File: src/rtl/jk_cmd_seq_pkg.sv
// Shared opcodes, FSM encoding and JK next-state helper for the JK command sequencer.
package jk_pkg;

  localparam logic [1:0] OP_HOLD   = 2'b00;
  localparam logic [1:0] OP_CLEAR  = 2'b01;
  localparam logic [1:0] OP_SET    = 2'b10;
  localparam logic [1:0] OP_TOGGLE = 2'b11;

  typedef enum logic {
    ST_IDLE = 1'b0,
    ST_RUN  = 1'b1
  } state_t;

  function automatic logic jk_next(input logic q, input logic [1:0] jk);
    case (jk)
      OP_CLEAR:  jk_next = 1'b0;
      OP_SET:    jk_next = 1'b1;
      OP_TOGGLE: jk_next = ~q;
      default:   jk_next = q;
    endcase
  endfunction

endpackage

File: src/rtl/jk_cmd_seq_if.sv
// Command push bus: valid/ready handshake carrying {op, cnt}; ready low stalls the producer.
interface jk_cmd_seq_if #(
  parameter int CNT_W = 8
);
  logic             cmd_valid;
  logic             cmd_ready;
  logic [1:0]       cmd_op;
  logic [CNT_W-1:0] cmd_cnt;

  modport master (output cmd_valid, output cmd_op, output cmd_cnt, input cmd_ready);
  modport slave  (input cmd_valid, input cmd_op, input cmd_cnt, output cmd_ready);
endinterface

File: src/rtl/jk_cmd_fifo.sv
// Synchronous FIFO, 1-cycle write-to-read latency, no bypass; push ignored when full, pop when empty.
module jk_cmd_fifo #(
  parameter int WIDTH = 10,
  parameter int DEPTH = 4
) (
  input  logic             clk,
  input  logic             rst,
  input  logic             push,
  input  logic [WIDTH-1:0] push_dat,
  output logic             full,
  input  logic             pop,
  output logic [WIDTH-1:0] pop_dat,
  output logic             empty
);
  localparam int AW = $clog2(DEPTH);

  logic [AW-1:0]    wr_ptr_q, wr_ptr_d;
  logic [AW-1:0]    rd_ptr_q, rd_ptr_d;
  logic [AW:0]      cnt_q, cnt_d;
  logic [WIDTH-1:0] mem_q [DEPTH];
  logic [WIDTH-1:0] mem_d [DEPTH];
  logic             do_push, do_pop;

  assign full    = (cnt_q == (AW+1)'(DEPTH));
  assign empty   = (cnt_q == '0);
  assign pop_dat = mem_q[rd_ptr_q];
  assign do_push = push && !full;
  assign do_pop  = pop && !empty;

  always_comb begin
    mem_d    = mem_q;
    wr_ptr_d = wr_ptr_q;
    rd_ptr_d = rd_ptr_q;
    cnt_d    = cnt_q;
    if (do_push) begin
      mem_d[wr_ptr_q] = push_dat;
      wr_ptr_d        = wr_ptr_q + AW'(1);
    end
    if (do_pop) begin
      rd_ptr_d = rd_ptr_q + AW'(1);
    end
    case ({do_push, do_pop})
      2'b10:   cnt_d = cnt_q + (AW+1)'(1);
      2'b01:   cnt_d = cnt_q - (AW+1)'(1);
      default: cnt_d = cnt_q;
    endcase
  end

  always_ff @(posedge clk) begin
    mem_q <= mem_d;
    if (rst) begin
      wr_ptr_q <= '0;
      rd_ptr_q <= '0;
      cnt_q    <= '0;
    end else begin
      wr_ptr_q <= wr_ptr_d;
      rd_ptr_q <= rd_ptr_d;
      cnt_q    <= cnt_d;
    end
  end

endmodule

File: src/rtl/jk_cmd_seq.sv
// Sequences queued JK commands onto registered j/k (2-cycle command-to-q latency, no bubbles
// between commands), shadows q and flags divergence; cmd_ready drops while the FIFO is full.
module jk_cmd_seq
  import jk_pkg::*;
#(
  parameter int DEPTH = 4,
  parameter int CNT_W = 8
) (
  input  logic         clk,
  input  logic         rst,
  jk_cmd_seq_if.slave  cmd,
  output logic         j,
  output logic         k,
  input  logic         q_fb,
  output logic         q_exp,
  output logic         busy,
  output logic         mismatch,
  input  logic         mismatch_clr
);
  state_t           state_q, state_d;
  logic [CNT_W-1:0] rem_q, rem_d;
  logic             j_q, j_d, k_q, k_d;
  logic             q_exp_q, q_exp_d;
  logic             mismatch_q, mismatch_d;

  logic             fifo_full, fifo_empty, do_pop;
  logic [1:0]       pop_op;
  logic [CNT_W-1:0] pop_cnt;

  jk_cmd_fifo #(
    .WIDTH (2 + CNT_W),
    .DEPTH (DEPTH)
  ) u_fifo (
    .clk      (clk),
    .rst      (rst),
    .push     (cmd.cmd_valid && cmd.cmd_ready),
    .push_dat ({cmd.cmd_op, cmd.cmd_cnt}),
    .full     (fifo_full),
    .pop      (do_pop),
    .pop_dat  ({pop_op, pop_cnt}),
    .empty    (fifo_empty)
  );

  // Pop when idle, or on the last cycle of a command so the next one follows with no gap.
  assign do_pop = !fifo_empty && ((state_q == ST_IDLE) || (rem_q == '0));

  always_comb begin
    state_d    = state_q;
    rem_d      = rem_q;
    j_d        = j_q;
    k_d        = k_q;
    if (do_pop) begin
      {j_d, k_d} = pop_op;
      rem_d      = pop_cnt;
      state_d    = ST_RUN;
    end else if (state_q == ST_IDLE) begin
      {j_d, k_d} = OP_HOLD;
    end else if (rem_q != '0) begin
      rem_d = rem_q - CNT_W'(1);
    end else begin
      {j_d, k_d} = OP_HOLD;
      state_d    = ST_IDLE;
    end
    q_exp_d = jk_next(q_exp_q, {j_q, k_q});
    if (q_fb != q_exp_q) begin
      mismatch_d = 1'b1;
    end else if (mismatch_clr) begin
      mismatch_d = 1'b0;
    end else begin
      mismatch_d = mismatch_q;
    end
  end

  always_ff @(posedge clk) begin
    if (rst) begin
      state_q    <= ST_IDLE;
      rem_q      <= '0;
      j_q        <= 1'b0;
      k_q        <= 1'b0;
      q_exp_q    <= 1'b0;
      mismatch_q <= 1'b0;
    end else begin
      state_q    <= state_d;
      rem_q      <= rem_d;
      j_q        <= j_d;
      k_q        <= k_d;
      q_exp_q    <= q_exp_d;
      mismatch_q <= mismatch_d;
    end
  end

  assign cmd.cmd_ready = !fifo_full;
  assign j             = j_q;
  assign k             = k_q;
  assign q_exp         = q_exp_q;
  assign mismatch      = mismatch_q;
  assign busy          = (state_q == ST_RUN) || !fifo_empty;

endmodule
File: src/flat_wrapper.sv
// flat-port wrapper written by rule: the top's interface ports become plain ports
module jk_cmd_seq_flat import jk_pkg::*;
#(
  parameter int DEPTH = 4,
  parameter int CNT_W = 8
)
  (clk, rst, j, k, q_fb, q_exp, busy, mismatch, mismatch_clr, cmd_cmd_valid, cmd_cmd_op, cmd_cmd_cnt, cmd_cmd_ready);
  jk_cmd_seq_if #(.CNT_W(CNT_W)) cmd_i ();
  input  logic clk;
  input  logic rst;
  output logic j;
  output logic k;
  input  logic q_fb;
  output logic q_exp;
  output logic busy;
  output logic mismatch;
  input  logic mismatch_clr;
  input wire logic [$bits(cmd_i.cmd_valid)-1:0] cmd_cmd_valid;
  input wire logic [$bits(cmd_i.cmd_op)-1:0] cmd_cmd_op;
  input wire logic [$bits(cmd_i.cmd_cnt)-1:0] cmd_cmd_cnt;
  output wire logic [$bits(cmd_i.cmd_ready)-1:0] cmd_cmd_ready;
  assign cmd_i.cmd_valid = cmd_cmd_valid;
  assign cmd_i.cmd_op = cmd_cmd_op;
  assign cmd_i.cmd_cnt = cmd_cmd_cnt;
  assign cmd_cmd_ready = cmd_i.cmd_ready;
  jk_cmd_seq #(.DEPTH(DEPTH), .CNT_W(CNT_W)) u_core (.clk(clk), .rst(rst), .cmd(cmd_i), .j(j), .k(k), .q_fb(q_fb), .q_exp(q_exp), .busy(busy), .mismatch(mismatch), .mismatch_clr(mismatch_clr));
endmodule
File: config.mk
export PLATFORM = sky130hd
export DESIGN_NAME = jk_cmd_seq_flat
export DESIGN_NICKNAME = d
export VERILOG_FILES = /design/src/rtl/jk_cmd_seq_pkg.sv /design/src/rtl/jk_cmd_seq_if.sv /design/src/rtl/jk_cmd_fifo.sv /design/src/rtl/jk_cmd_seq.sv /design/src/flat_wrapper.sv
export SDC_FILE = /design/constraint.sdc
export NUM_CORES = 1
export LEC_CHECK = 0
export CORE_UTILIZATION = 51
export CTS_CLUSTER_DIAMETER = 50
export CTS_CLUSTER_SIZE = 30
export DETAILED_ROUTE_END_ITERATION = 12
export PLACE_DENSITY = 0.82
export SLEW_MARGIN = 20
export SYNTH_ARGS = -nofsm -noshare
export SYNTH_HDL_FRONTEND = slang
export SYNTH_SLANG_ARGS = --single-unit
File: constraint.sdc
create_clock -name clk -period 2.7 [get_ports clk]
set_input_delay 0.27 -clock clk [delete_from_list [all_inputs] [get_ports clk]]
set_output_delay 0.27 -clock clk [all_outputs]
set_load 0.02 [all_outputs]
==> impl_results.md, run 1 <==
* CTS tree: yes
* Antenna violations before repair at 0
* First-pass GRT wire length at 7600 µm
* Peak VDD IR at just under 0.6 mV
* Distinct cells, synth at 40
* Slew Viols, Final at 0
* Setup Viol. Count Final at 0
* Synthesized flop and latch total at 60
* CP Capture Type: flop
* IO Pins at 21
* Crit-path max FO at 5
* DIE AREA at ~5300 µm²
* Slew headroom at about half
* Final Cell Area at ~3000 µm²
* Share of the synthesized area in the top cell type at about 47%
* Max Cap Viol at 0
* Width of the die at 72.9 µm
* Fill cell count at approximately 360
* Vias in the first global route at between 1000 and 1500
* WL/cell at 16.4 µm
* Final Power at 0.00331 W
* Yosys warns at 0
* Final ANT Viol Nets at 0
* Most used flip-flop cell after synthesis: edfxtp_1
* Syn_nets at about 210
* Inst Count DP at roughly 270
* Largest net degree at the start of global routing at 16
* Slew @ Worst Pin at 0.729 ns
* Area leader, netlist: edfxtp_1
* Gpl congestion at 0.855
* Clock Pin Slew Worst Setup and Hold Paths at 0.07 ns
* Core Area at about 4800 µm²
* Layout Skew at about 0.0080 ns
* Grt total ovfl at 0
* Top-count cell post-synth: edfxtp_1
* Critical path startpoint category: flop
* Aggregate global-route resource usage at roughly a fifth
* DR pass1 iterations at 4
* RSZ-0062 raised after global routing: no
* Asr flop ratio synth at 0%
* Status: complete, no violations
* IO Port Bufs at 20
* Initial DRC Count at roughly 140
* Post-synth top cells: 40 x edfxtp_1, 20 x dfxtp_1, 12 x inv_1, 11 x a21oi_1, 11 x nand2_1
* Layout area overhead at 17.8%
* Cell leakage power at roughly 1.0 nW
* Hold-fix buffers, CTS at 0
* Worst Path Arrival at roughly 2.9 ns
* Root Driver: clkbuf_8
* WS Path Type: flop to flop
* Clk_lat worst skew at between 0.3 and 0.4 ns
* DR DRC count at 0
* Average cell area after synthesis at between 10 and 15 µm²
* Die height at about 73 µm
* Estimated wirelength of the detail-placed design at about 3200 µm
* Sequential fraction of the synthesis area at between 60 and 70%
* Drt via density at between 5 and 6
* Type of the most critical hold path: flop to flop
* Via count at 1591
* H-tree Lvls at 3
* Final period utilization at 95.7%
* CTS buffer count at 9
* Post-Layout Cell Count at ~290
* Final min period at 2.58 ns
* Area contributors post-synth: edfxtp_1 47%, dfxtp_1 16%, mux4_2 8.8%, ha_1 3.4%, a21oi_1 2.1%
* Starting Density at a little over half
* Final setup TNS at 0 ns
* DP Area at between 2000 and 3000 µm²
* Hold Worst Slack at 0.468 ns
* Routed wire length at between 4000 and 5000 µm
* P per Cell Area at approximately 1100 nW/µm²
* Synthesized instance count at ~190
* Max Root-Sink Buffers at 2
* Netlist Area Pre-Place at approximately 2600 µm²
* Fmax at around 390 MHz
* Row Count at 25
* N_diodes at 0
* Final Hold Viols at 0
* CTS Sinks at 60
* Fin nets at 239
* EDFF count, synth at 40
* Worst Path Required at 2.97 ns
* Layout cells sized above 1 at ~15%
-- flip-flops by register name, indices dropped and copies added, names as in the netlist --
signal / count
u_core.j: 1
u_core.k: 1
u_core.mismatch: 1
u_core.q_exp: 1
u_core.rem_q: 8
u_core.state_q: 1
u_core.u_fifo.cnt_q: 3
u_core.u_fifo.mem_q: 40
u_core.u_fifo.rd_ptr_q: 2
u_core.u_fifo.wr_ptr_q: 2
-- cells by family (layout without fill, tap and decap cells) --
family                     after synthesis  in the layout  share of synthesized area, %
adders and majority gates                8              8                          4.20
AOI/OAI and AO/OA                       30             30                          8.25
muxes                                   13             13                          9.96
DFF                                     60             60                          62.5
xor gates and xnor gates                 5              5                          1.71
and+or+nand+nor                         50             50                          10.2
buffers and inverters                   20             54                          3.17
-- layout by cell type (no fill, tap or decap), types with 5 or more instances in the layout --
master and n:
edfxtp_1 40, clkdlybuf4s50_1 20, dfxtp_1 19, inv_1 12, nand2_1 11, a21oi_1 11
mux4_2 10, clkbuf_8 9, nor2_1 7, buf_4 7, nand3_1 6, ha_1 6
nor3_1 5, and3_1 5
-- path summary, 6_finish.rpt --
| path | from | cells past startpoint | end | slack [ns] |
|---|---|---|---|---|
| max | u_core.rem_q[3] | 9 | u_core.u_fifo.cnt_q[2] | 0.12 |
| min | u_core.mismatch | 2 | u_core.mismatch | 0.47 |
| min reg2reg | u_core.mismatch | 2 | u_core.mismatch | 0.47 |
| max reg2reg | u_core.rem_q[3] | 9 | u_core.u_fifo.cnt_q[2] | 0.12 |
-- report_power, final --
| group | total [W] | internal [W] | switching [W] |
|---|---|---|---|
| Combinational | 0.00131 | 0.000629 | 0.000685 |
| Clock | 0.000643 | 0.000319 | 0.000325 |
| Sequential | 0.00136 | 0.00117 | 0.000188 |
| Total | 0.00331 | 0.00212 | 0.00120 |
-- critical path: stages, from the launching register on --
cell and delay [ns]:
dfxtp_2 0.34, or4_4 0.53, o31a_1 0.31, nor2_2 0.11
ha_2 0.19, inv_1 0.05, fa_1 0.37, xor2_1 0.16
or3_1 0.31, a21oi_1 0.14
-- through the flow --
stage / setup slack, ns / util (%)
6_report: 0.117 / 63.1
3_3_place_gp: 0.126 / 59.7
5_1_grt: 0.0158 / 63.1
3_5_place_dp: 0.0674 / 59.7
2_1_floorplan: 0.0810 / -
4_1_cts: 0.0486 / 62.8
-- layer usage --
metal | vias up | part of all wire [%] | GRT usage [%]
li1 | 771 | - | -
met1 | 776 | 45 | 28.0
met2 | 36 | 49 | 30.7
met3 | 8 | 4.5 | 7.46
met4 | 0 | 1.2 | 6.75
met5 | - | 0 | 0
-- final cells by class --
class,instances,area [µm²],area share [%]
Clock buffer,11,131,4.35
Inverter,12,45.0,1.49
Tap cell,67,83.8,2.78
Multi-Input combinational cell,106,886,29.3
Sequential cell,60,1600,53.1
Timing Repair Buffer,27,253,8.37
Clock inverter,4,17.5,0.580
-- what timing repair did --
action                                  CTS  global route
setup buffers                             0             1
endpoints found under the setup margin    0             1
resized for setup                         0             3
Note: power is estimated with default switching activity, not from simulation.
==> run 2: changes to the inputs <==
--- a/config.mk
+++ b/config.mk
@@ -9,6 +9,7 @@
 export CTS_CLUSTER_DIAMETER = 50
 export CTS_CLUSTER_SIZE = 30
 export DETAILED_ROUTE_END_ITERATION = 12
+export GPL_TIMING_DRIVEN = 0
 export PLACE_DENSITY = 0.82
 export SLEW_MARGIN = 20
 export SYNTH_ARGS = -nofsm -noshare
==> impl_results.md, run 2 (same netlist as run 1, synthesis figures left out) <==
* Status: complete, no violations (unchanged)
* Layout cells sized above 1 at 20.5% (was 15.5%)
* Largest net degree at the start of global routing at 12 (was 16)
* CTS Sinks at 60 (unchanged)
* Fmax at 375 MHz (was 387 MHz)
* Worst stage delay on the critical path at 0.52 ns (was 0.53 ns)
* Starting Density at 53.6% (unchanged)
* CP Cell Sequence: or4_4 -> o31a_1 -> nor2_2 -> ha_2 -> inv_1 -> fa_1 -> xor2_1 -> or3_1 -> a21oi_1 (unchanged)
* Clock Pin Slew Worst Setup and Hold Paths at 0.07 ns (about the same)
* IO Pins at 21 (unchanged)
* Drt via density at 5.56 (was 5.54)
* IO Port Bufs at 20 (unchanged)
* Gpl congestion at 0.848 (was 0.855)
* Inst Count DP at 273 (was 271)
* Die height at 72.9 µm (unchanged)
* WS Path Type: flop to flop (unchanged)
* Final setup margin at 0.0352 ns (was 0.117 ns)
* Pre-CTS setup slack at -0.192 ns (was 0.0674 ns)
* Final min period at 2.66 ns (was 2.58 ns)
* H-tree Lvls at 3 (unchanged)
* Max Cap Viol at 0 (unchanged)
* RSZ-0062 raised after global routing: yes (was no)
* Grt total ovfl at 0 (unchanged)
* Slew @ Worst Pin at 0.594 ns (was 0.729 ns)
* Final Cell Area at 3150 µm² (was 3020 µm²)
* Setup Viol. Count Final at 0 (unchanged)
* Estimated wirelength of the detail-placed design at 3140 µm (was 3180 µm)
* Post-layout util at 65.8% (was 63.1%)
* CP Capture Type: flop (unchanged)
* DR pass1 iterations at 5 (was 4)
* Final ANT Viol Nets at 0 (unchanged)
* Max reg flops at 40 (unchanged)
* DP Area at 2850 µm² (was 2860 µm²)
* Critical path startpoint category: flop (unchanged)
* Type of the most critical hold path: flop to flop (unchanged)
* Row Count at 25 (unchanged)
* Aggregate global-route resource usage at 21.1% (was 20.5%)
* P per Cell Area at 1160 nW/µm² (was 1100 nW/µm²)
* Max Root-Sink Buffers at 2 (unchanged)
* Top reg by flops: u_core.u_fifo.mem_q (unchanged)
* Largest delay share family, worst path: simple AND/OR/NAND/NOR gates (unchanged)
* Most common cell after layout, fill and taps aside: edfxtp_1 (unchanged)
* Worst Path Buf+Inv at 1 (unchanged)
* DIE AREA at 5310 µm² (unchanged)
* Width of the die at 72.9 µm (unchanged)
* N_diodes at 0 (unchanged)
* Final setup TNS at 0 ns (unchanged)
* First-pass GRT wire length at 7950 µm (was 7600 µm)
* Fin nets at 252 (was 239)
* Worst Path Arrival at 2.93 ns (was 2.85 ns)
* Peak VDD IR at 0.674 mV (was 0.578 mV)
* Root Driver: clkbuf_8 (unchanged)
* Hold-fix buffers, CTS at 0 (unchanged)
* Slew Viols, Final at 0 (unchanged)
* CTS tree: yes (unchanged)
* NetSw at 0.00130 W (was 0.00120 W)
* Vias in the first global route at 1688 (was 1493)
* Slew headroom at 60.2% (was 51.4%)
* Sw frac at 35.6% (was 36.1%)
* Layout Skew at 0.0118 ns (was 0.00798 ns)
* Final period utilization at 98.7% (was 95.7%)
* Worst Path Required at 2.96 ns (was 2.97 ns)
* Layout area overhead at 22.8% (was 17.8%)
* Antenna violations before repair at 0 (unchanged)
* Cell leakage power at 1.11 nW (was 1.05 nW)
* Crit-path max FO at 6 (was 5)
* CTS buffer count at 9 (unchanged)
* Biggest regs: u_core.u_fifo.mem_q: 40 flops, u_core.rem_q: 8 flops, u_core.u_fifo.cnt_q: 3 flops (unchanged)
* Via count at 1675 (was 1591)
* Most frequent cells in the layout: 40 x edfxtp_1, 20 x clkdlybuf4s50_1, 19 x dfxtp_1, 13 x buf_4, 12 x inv_1 (was 40 x edfxtp_1, 20 x clkdlybuf4s50_1, 19 x dfxtp_1, 12 x inv_1)
* Routed wire length at 4970 µm (was 4710 µm)
* Seq pwr share at 36.1% (was 40.9%)
* Comb pwr share at 42.8% (was 39.7%)
* Clock Power Share at 21.1% (was 19.4%)
* Clk_lat worst skew at 0.34 ns (was 0.33 ns)
* Final Hold Viols at 0 (unchanged)
* WL/cell at 16.5 µm (was 16.4 µm)
* Core Area at 4790 µm² (unchanged)
* Initial DRC Count at 122 (was 138)
* DR DRC count at 0 (unchanged)
* Worst path slowest cell: or4_4 (unchanged)
* Post-Layout Cell Count at 301 (was 287)
* Pint at 0.00236 W (was 0.00212 W)
run 2: changes by cell type in the layout (fill, tap and decap cells not counted), sizes merged:
| cell | delta |
|---|---|
| bufinv | +1 |
| clkinvlp | +2 |
| buf | +9 |
| clkbuf | +2 |
run 2: metrics by stage:
step | hold slack [ns] | total power, W
after CTS | 0.469 | 0.00353
after global routing | 0.498 | 0.00387
after detailed placement | 0.458 | 0.00260
final | 0.467 | 0.00366
after floorplan | 0.369 | 0.00225
after global placement | 0.455 | 0.00255
run 2: worst paths after layout:
path	startpoint	cells after the start	slack, ns	to
setup / recovery	u_core.rem_q[2]	9	0.04	u_core.u_fifo.cnt_q[2]
setup reg to reg	u_core.rem_q[2]	9	0.04	u_core.u_fifo.cnt_q[2]
hold reg to reg	u_core.mismatch	2	0.47	u_core.mismatch
hold / removal	u_core.mismatch	2	0.47	u_core.mismatch
run 2: area by class of cell:
| cell class | instances | area (µm²) |
|---|---|---|
| buffer | 8 | 36.3 |
| clock buffer | 9 | 124 |
| clock inverter | 7 | 67.6 |
| fill | 333 | 1640 |
| inverter | 12 | 45.0 |
| multi-input combinational | 106 | 898 |
| sequential | 60 | 1600 |
| tap | 67 | 83.8 |
| timing repair buffer | 32 | 290 |
run 2: metal layers:
layer,vias up,part of all wire (%),global-route usage (%)
met5,-,0,0
met4,0,3.4,12.4
met2,48,50,34.8
met3,16,4.0,4.83
li1,792,-,-
met1,819,43,25.6
run 2: what timing repair did:
action | in CTS | in global routing
resized for setup | 3 | 2
buffers inserted | 9 | 3
pin swaps | 3 | 3
setup endpoints to repair | 1 | 3
run 2: power groups by stage:
stage / combinational [W] / clock [W] / sequential [W]
finish: 0.00157 / 0.000772 / 0.00132
global route: 0.00171 / 0.000821 / 0.00134
CTS: 0.00144 / 0.000777 / 0.00131
detailed placement: 0.00127 / 0 / 0.00133
global placement: 0.00123 / 0 / 0.00132
floorplan: 0.000944 / 0 / 0.00131
run 2: worst reg2reg max path: stages, from the launching register on:
cell	delay, ns
dfxtp_2	0.36
or4_4	0.52
o31a_1	0.32
nor2_2	0.15
ha_2	0.21
inv_1	0.05
fa_1	0.37
xor2_1	0.16
or3_1	0.31
a21oi_1	0.14
==> run 3: changes to the inputs <==
--- a/config.mk
+++ b/config.mk
@@ -11,6 +11,7 @@
 export DETAILED_ROUTE_END_ITERATION = 12
 export GPL_TIMING_DRIVEN = 0
 export PLACE_DENSITY = 0.82
+export SKIP_CTS_REPAIR_TIMING = 1
 export SLEW_MARGIN = 20
 export SYNTH_ARGS = -nofsm -noshare
 export SYNTH_HDL_FRONTEND = slang
==> impl_results.md, run 3 (same netlist as run 1, synthesis figures left out) <==
* Status: complete, no violations (unchanged)
* Fin nets at 244 (was 252)
* Layout cells sized above 1 at 17.3% (was 20.5%)
* Type of the most critical hold path: flop to flop (unchanged)
* Origin of the worst setup path: u_core.rem_q[4] (was u_core.rem_q[2])
* First-pass GRT wire length at 7540 µm (was 7950 µm)
* Slew @ Worst Pin at 1.15 ns (was 0.594 ns)
* Final ANT Viol Nets at 0 (unchanged)
* H-tree Lvls at 3 (unchanged)
* WS Path Type: flop to flop (unchanged)
* Largest delay share family, worst path: simple AND/OR/NAND/NOR gates (unchanged)
* Max Root-Sink Buffers at 2 (unchanged)
* Aggregate global-route resource usage at 20.0% (was 21.1%)
* CTS buffer count at 9 (unchanged)
* Initial DRC Count at 145 (was 122)
* Gpl congestion at 0.848 (unchanged)
* Most common cell after layout, fill and taps aside: edfxtp_1 (unchanged)
* Clock Pin Slew Worst Setup and Hold Paths at 0.07 ns (about the same)
* DR pass1 iterations at 4 (was 5)
* Routed wire length at 4670 µm (was 4970 µm)
* R2r startpoint: u_core.rem_q[4] (was u_core.rem_q[2])
* Antenna violations before repair at 0 (unchanged)
* Crit-path max FO at 3 (was 6)
* Starting Density at 53.6% (unchanged)
* Max reg flops at 40 (unchanged)
* GR peak layer: met2 (unchanged)
* Biggest regs: u_core.u_fifo.mem_q: 40 flops, u_core.rem_q: 8 flops, u_core.u_fifo.cnt_q: 3 flops (unchanged)
* DIE AREA at 5310 µm² (unchanged)
* Layout area overhead at 20.2% (was 22.8%)
* Worst stage delay on the critical path at 0.54 ns (was 0.52 ns)
* Hold Worst Slack at 0.468 ns (was 0.467 ns)
* Root Driver: clkbuf_8 (unchanged)
* Worst Path Arrival at 2.88 ns (was 2.93 ns)
* IO Port Bufs at 20 (unchanged)
* Drt via density at 5.57 (was 5.56)
* Largest net degree at the start of global routing at 12 (unchanged)
* Estimated wirelength of the detail-placed design at 3140 µm (unchanged)
* Width of the die at 72.9 µm (unchanged)
* Most frequent cells in the layout: 40 x edfxtp_1, 20 x clkdlybuf4s50_1, 18 x dfxtp_1, 12 x inv_1 (was 40 x edfxtp_1, 20 x clkdlybuf4s50_1, 19 x dfxtp_1, 13 x buf_4, 12 x inv_1)
* Die height at 72.9 µm (unchanged)
* CTS Sinks at 60 (unchanged)
* Fmax at 382 MHz (was 375 MHz)
* Slew headroom at 22.8% (was 60.2%)
* Post-Layout Cell Count at 293 (was 301)
* Max Cap Viol at 0 (unchanged)
* Final Hold Viols at 0 (unchanged)
* WL/cell at 15.9 µm (was 16.5 µm)
* Core Area at 4790 µm² (unchanged)
* Grt met1 use at 25.2% (was 25.6%)
* Layout Skew at 0.0106 ns (was 0.0118 ns)
* Worst Path Buf+Inv at 1 (unchanged)
* N_diodes at 0 (unchanged)
* Cell leakage power at 1.07 nW (was 1.11 nW)
* Vias in the first global route at 1611 (was 1688)
* Critical path startpoint category: flop (unchanged)
* Routing usage on met2 at 32.4% (was 34.8%)
* Slew Viols, Final at 0 (unchanged)
* RSZ-0062 raised after global routing: no (was yes)
* Final min period at 2.62 ns (was 2.66 ns)
* Final Power at 0.00346 W (was 0.00366 W)
* HP Start: u_core.mismatch (unchanged)
* Peak VDD IR at 0.670 mV (was 0.674 mV)
* Worst path slowest cell: or4_4 (unchanged)
* Post-layout util at 64.4% (was 65.8%)
* P per Cell Area at 1120 nW/µm² (was 1160 nW/µm²)
* Top reg by flops: u_core.u_fifo.mem_q (unchanged)
* Clk_lat worst skew at 0.33 ns (was 0.34 ns)
* CP Capture Type: flop (unchanged)
* Worst Path Required at 2.96 ns (about the same)
* Row Count at 25 (unchanged)
* Setup Viol. Count Final at 0 (unchanged)
* Grt total ovfl at 0 (unchanged)
* M3 GR Usage at 4.56% (was 4.83%)
* Final period utilization at 97.1% (was 98.7%)
* Inst Count DP at 273 (unchanged)
* IO Pins at 21 (unchanged)
* Via count at 1631 (was 1675)
* CTS tree: yes (unchanged)
* CP Cell Sequence: or4_4 -> o31a_1 -> nor2_4 -> ha_2 -> inv_1 -> fa_1 -> xor2_1 -> or3_1 -> a21oi_1 (was or4_4 -> o31a_1 -> nor2_2 -> ha_2 -> inv_1 -> fa_1 -> xor2_1 -> or3_1 -> a21oi_1)
* DR DRC count at 0 (unchanged)
run 3: worst paths after layout:
path | endpoint | slack (ns) | depth (start not counted)
min reg2reg | u_core.mismatch | 0.47 | 2
min | u_core.mismatch | 0.47 | 2
max reg2reg | u_core.u_fifo.cnt_q[2] | 0.08 | 9
max | u_core.u_fifo.cnt_q[2] | 0.08 | 9
run 3: layer usage:
layer | up-vias | part of all wire [%]
met5 | - | 0
met4 | 0 | 2.5
met3 | 12 | 3.7
met1 | 796 | 44
met2 | 44 | 50
li1 | 779 | -
run 3: worst min-delay path: stages (launching register included):
cell and delay, ns:
dfxtp_1 0.31, nand2b_1 0.06, a21oi_1 0.05
run 3: power breakdown:
| group | switching [W] | leakage, nW | internal [W] | total (W) |
|---|---|---|---|---|
| clock network | 0.000351 | 0.0926 | 0.000420 | 0.000771 |
| registers | 0.000149 | 0.532 | 0.00117 | 0.00132 |
| logic | 0.000736 | 0.444 | 0.000635 | 0.00137 |
run 3: final cells by class:
type,count,area [µm²]
flip-flops and latches,60,1600
repair buffers,24,230
well taps,67,83.8
clock inverters,7,67.6
multi-input cells,106,891
clock buffers,9,124
inverters,12,45.0
fillers,340,1700
plain buffers,8,36.3
run 3: metrics by stage:
| step | worst slack [ns] | instance area, µm² | setup TNS, ns |
|---|---|---|---|
| floorplan | 0.0810 | 2560 | 0 |
| global placement | -0.147 | 2850 | -0.147 |
| detailed placement | -0.192 | 2850 | -0.192 |
| CTS | -0.224 | 3040 | -0.224 |
| global route | 0.00280 | 3080 | 0 |
| finish | 0.0795 | 3080 | 0 |
